`config.mk`:
```
export PLATFORM = sky130hd
export DESIGN_NAME = binary_divider
export DESIGN_NICKNAME = d
export VERILOG_FILES = /design/src/rtl/binary_divider.sv
export SDC_FILE = /design/constraint.sdc
export NUM_CORES = 1
export LEC_CHECK = 0
export BUFFER_PORTS_ARGS = -buffer_cell sky130_fd_sc_hd__buf_2
export CAP_MARGIN = 20
export CORE_MARGIN = 4
export CORE_UTILIZATION = 58
export DETAILED_ROUTE_END_ITERATION = 12
export PLACE_DENSITY = 0.8
export SLEW_MARGIN = 20
export SYNTH_ARGS = -nofsm -noshare
export SYNTH_HDL_FRONTEND = slang
export SYNTH_SLANG_ARGS = --single-unit
```
`constraint.sdc`:
```
create_clock -name clk -period 4.44 [get_ports clk]
set_clock_uncertainty 0.15 [all_clocks]
set_input_delay 0.222 -clock clk [delete_from_list [all_inputs] [get_ports clk]]
set_output_delay 0.222 -clock clk [all_outputs]
set_load 0.01 [all_outputs]
```
`src/rtl/binary_divider.sv`:
```
// rtl/binary_divider.sv - radix-2 restoring significand divider, one quotient bit per clock
// Mq = floor(M1*2^(QBITS-1)/M2), sticky flags a nonzero remainder, valid/ready on both sides.
module binary_divider #(
  parameter int WIDTH = 24,
  parameter int QBITS = WIDTH + 2
) (
  input  logic             clk,
  input  logic             rst,
  input  logic             in_valid,
  output logic             in_ready,
  input  logic [WIDTH-1:0] M1,
  input  logic [WIDTH-1:0] M2,
  output logic             out_valid,
  input  logic             out_ready,
  output logic [QBITS-1:0] Mq,
  output logic             sticky,
  output logic             div_zero
);

  localparam int CW = $clog2(QBITS + 1);

  typedef enum logic [1:0] {IDLE, CALC, DONE} state_t;

  state_t           state;
  logic [WIDTH:0]   rem;
  logic [WIDTH-1:0] dvs;
  logic [QBITS-1:0] quo;
  logic [CW-1:0]    count;
  logic             dz;

  logic             ge;
  logic [WIDTH:0]   diff;
  logic [WIDTH:0]   rem_next;
  logic [QBITS-1:0] quo_next;

  // One restoring step: trial subtract, keep it if it did not go negative, then shift.
  assign ge       = (rem >= {1'b0, dvs});
  assign diff     = ge ? (rem - {1'b0, dvs}) : rem;
  assign rem_next = {diff[WIDTH-1:0], 1'b0};
  assign quo_next = {quo[QBITS-2:0], ge};

  always_ff @(posedge clk) begin
    if (rst) begin
      state     <= IDLE;
      in_ready  <= 1'b1;
      out_valid <= 1'b0;
      Mq        <= '0;
      sticky    <= 1'b0;
      div_zero  <= 1'b0;
      count     <= '0;
      rem       <= '0;
      dvs       <= '0;
      quo       <= '0;
      dz        <= 1'b0;
    end else begin
      case (state)
        IDLE: begin
          if (in_valid) begin
            rem      <= {1'b0, M1};
            dvs      <= M2;
            quo      <= '0;
            count    <= CW'(QBITS);
            dz       <= (M2 == '0);
            in_ready <= 1'b0;
            state    <= CALC;
          end
        end
        CALC: begin
          if (dz) begin
            // Zero divisor skips the iterations and reports a saturated quotient.
            state     <= DONE;
            out_valid <= 1'b1;
            Mq        <= '1;
            sticky    <= 1'b0;
            div_zero  <= 1'b1;
            count     <= '0;
          end else begin
            rem   <= rem_next;
            quo   <= quo_next;
            count <= count - 1'b1;
            if (count == CW'(1)) begin
              state     <= DONE;
              out_valid <= 1'b1;
              Mq        <= quo_next;
              sticky    <= (rem_next != '0);
              div_zero  <= 1'b0;
            end
          end
        end
        DONE: begin
          if (out_ready) begin
            out_valid <= 1'b0;
            in_ready  <= 1'b1;
            state     <= IDLE;
          end
        end
        default: state <= IDLE;
      endcase
    end
  end

endmodule
```
==> metrics <==
multi-input gate area in the final layout between 0.003 and 0.004 sq mm; Iter 0 DRT Violations 643; Syn Nets just under 900; CP Capture Type flop; clock latency on the worst-skew pair ~0.40 ns; fill count 778; status complete, no violations; clock slew at reported path FFs approximately 0.11 ns; gpl congestion between 1 and 1.5; # diodes 0; CTS tree yes; flops & latches, synth 112; first-pass GRT wire length between 30000 and 40000 um; Synth Area per Inst roughly 7.4 sq um; synthesized cell area between 0.006 and 0.007 sq mm; Period Utilization, post-route between 80% and 90%; CP max stage cell or4_1; Top delay family on crit path compound AO/OA/AOI/OAI gates; initial antenna violation count 0; max-slew violation count 0; CP max stage delay around 0.54 ns; total number of vias approximately 6400; vias in the first global route a little under 6000; PostCTS Resize Cnt 0; layout cells sized above 1 13.4%; critical path class reg2reg; Slew @ Worst Pin between 0.9 and 1 ns; Sum Neg Setup Slack 0 ns; Async SR Flop Fraction 0%; # Post-CTS Setup Buffers 0; count of buffers from port buffering between 80 and 90; Area Growth Syn to Fin 16.9%; DR DRC count 0; Max VDD drop about 0.36 mV; ANT nets after route 0; detailed placement HPWL approximately 13000 um; RSZ-0062 raised after global routing no; htree depth 3; register area approximately 0.0022 sq mm; routed vias/inst 6.18; Synth warnings 0; total clock sinks roughly 110; Die Y 110 um; Arr. time, crit path 3.92 ns; FP Rows 36; final setup violation count 0; Pleak about 2.9 nW; Pre-Repair DR Iteration Count 6; fin nets between 900 and 1000; Max-slew headroom 36.7%; die boundary width between 100 and 150 um; pin count of the biggest net entering global routing about 120; Num CTS Buffers 9; I/O pin count roughly 80; EDFF count, synth 0; Synth Flop Type dfxtp_1; drt wl/cell roughly 18 um; Core Area 0.00995 sq mm; gr ovfl total 0; CTS Buffer Depth 2; Worst Path Buf+Inv 2; final hold vios 0; final wirelength approximately 19000 um; Critical Path RT ~4.6 ns; sequential area share after synthesis 37.3%; Max-Cap Viols 0; Yosys cell types 57; GRT Total Usage approximately a third; die area roughly 0.012 sq mm; Tot Pwr roughly 3.2 mW; cell count after synthesis 811; Tmin final between 3 and 4 ns; Crit Path Max Fanout 4; Hold Crit Class in2reg; cells along the critical path inv_1, ha_1, inv_1, fa_1, a21oi_1, o22ai_1, o21ai_0, nand2_1, xor2_1, or4_1, or4_1, o31ai_1, a31oi_1; fmax between 200 and 300 MHz; Initial Util around three fifths; PD cells roughly 450 mW/mm^2; crit start category flop; clock root cell clkbuf_8
layout make-up:
| type | instances | share of cell area (%) |
|---|---|---|
| multi-input combinational | 612 | 49.3 |
| tap | 133 | 2.36 |
| clock inverter | 6 | 1.40 |
| timing repair buffer | 122 | 11.4 |
| inverter | 36 | 1.92 |
| sequential | 112 | 31.9 |
| clock buffer | 10 | 1.81 |
cell usage after synthesis, types with 3 or more instances:
cell type	number	area [sq um]
o21bai_1	3	22.5
nor3_1	37	185
nand3_1	37	185
or3_1	7	43.8
inv_1	36	135
clkbuf_1	44	165
a311o_1	3	30.0
nand4_1	7	43.8
o41ai_1	4	35.0
xor2_1	7	61.3
a211o_1	3	26.3
a211oi_1	3	22.5
o21a_1	6	45.0
a311oi_1	3	26.3
ha_1	26	325
o21ai_0	25	125
nand2_1	104	390
or4_1	3	22.5
buf_2	3	15.0
a21o_1	7	52.6
nor4_1	9	56.3
buf_1	4	15.0
nor2_1	131	492
xnor2_1	11	96.3
a22oi_1	29	218
o211ai_1	17	128
nand2b_1	3	18.8
a31oi_1	8	50.1
a21oi_1	79	395
and3_1	3	18.8
dfxtp_1	112	2240
registers in the layout (all words and copies together) (netlist names):
| signal | cells |
|---|---|
| Mq | 26 |
| quo | 25 |
| rem | 25 |
| dvs | 24 |
| count | 5 |
| state | 2 |
| div_zero | 1 |
| dz | 1 |
| in_ready | 1 |
| out_valid | 1 |
| sticky | 1 |
placed cells by master (no fill, tap or decap), types with 3 or more instances in the layout:
cell type,instances
a22oi_1,29
nor2_2,3
nand2b_1,3
buf_4,9
dlygate4sd3_1,32
xor2_1,7
dfxtp_1,112
nor4_1,9
clkbuf_8,9
nand2_1,104
a311oi_1,3
a211o_1,3
buf_2,80
o211ai_1,17
ha_1,26
nor2_1,126
xnor2_1,11
or4_1,3
and3_1,3
o21a_1,6
o21bai_1,3
o21ai_0,25
a21o_1,7
a31oi_1,8
a311o_1,3
nor3_1,37
a21oi_1,79
o41ai_1,4
inv_1,36
nand3_1,37
nand4_1,7
a211oi_1,3
or3_1,7
kinds of logic after synthesis:
group	share of synthesized area [%]
AO/OA/AOI/OAI	22.8
XOR/XNOR	2.62
multiplexers	0.520
flip-flops	37.3
buffers and inverters	5.49
AND/OR/NAND/NOR	25.6
adder cells (fa/ha/maj)	5.74
report_power, final:
group	leakage (nW)	switching, mW	internal [mW]
Sequential	0.913	0.0581	1.06
Clock	0.111	0.370	0.328
Combinational	1.86	0.859	0.487
layer usage:
| layer | vias up | wire [um] | GRT usage, % |
|---|---|---|---|
| met4 | 0 | 456 | 10.4 |
| met1 | 2969 | 8120 | 45.5 |
| li1 | 3029 | - | - |
| met5 | - | 0 | 0 |
| met3 | 44 | 1920 | 6.17 |
| met2 | 332 | 8460 | 49.6 |
what timing repair did:
item | 4_1_cts | 5_1_grt
setup endpoints to repair | 0 | 0
hold endpoints to repair | 32 | 0
hold buffers | 32 | 0
final timing paths:
kind,to,slack (ns),depth (start not counted),start
max,sticky,0.65,13,rem[0]
min,rem[6],0.02,3,M1[6]
max reg2reg,sticky,0.65,13,rem[0]
min reg2reg,dvs[19],0.31,2,dvs[19]
per-stage QoR:
| stage | std cells | hold WS, ns | util, % | setup slack, ns | instance area [sq um] |
|---|---|---|---|---|---|
| 2_1_floorplan | 811 | 0.208 | - | 1.31 | 6020 |
| 3_3_place_gp | 983 | 0.294 | 65.1 | 0.669 | 6480 |
| 3_5_place_dp | 983 | 0.297 | 65.1 | 0.748 | 6480 |
| 4_1_cts | 1031 | 0.00537 | 70.6 | 0.718 | 7030 |
| 5_1_grt | 1031 | 0.0212 | 70.7 | 0.469 | 7040 |
| 6_report | 1031 | 0.0152 | 70.7 | 0.648 | 7040 |
tightest hold or removal path, delay by kind of cell:
family / cells / cell delay (ns)
buffers and inverters: 1 / 0.08
AO/OA/AOI/OAI: 2 / 0.23
Note: power is estimated with default switching activity, not from simulation.
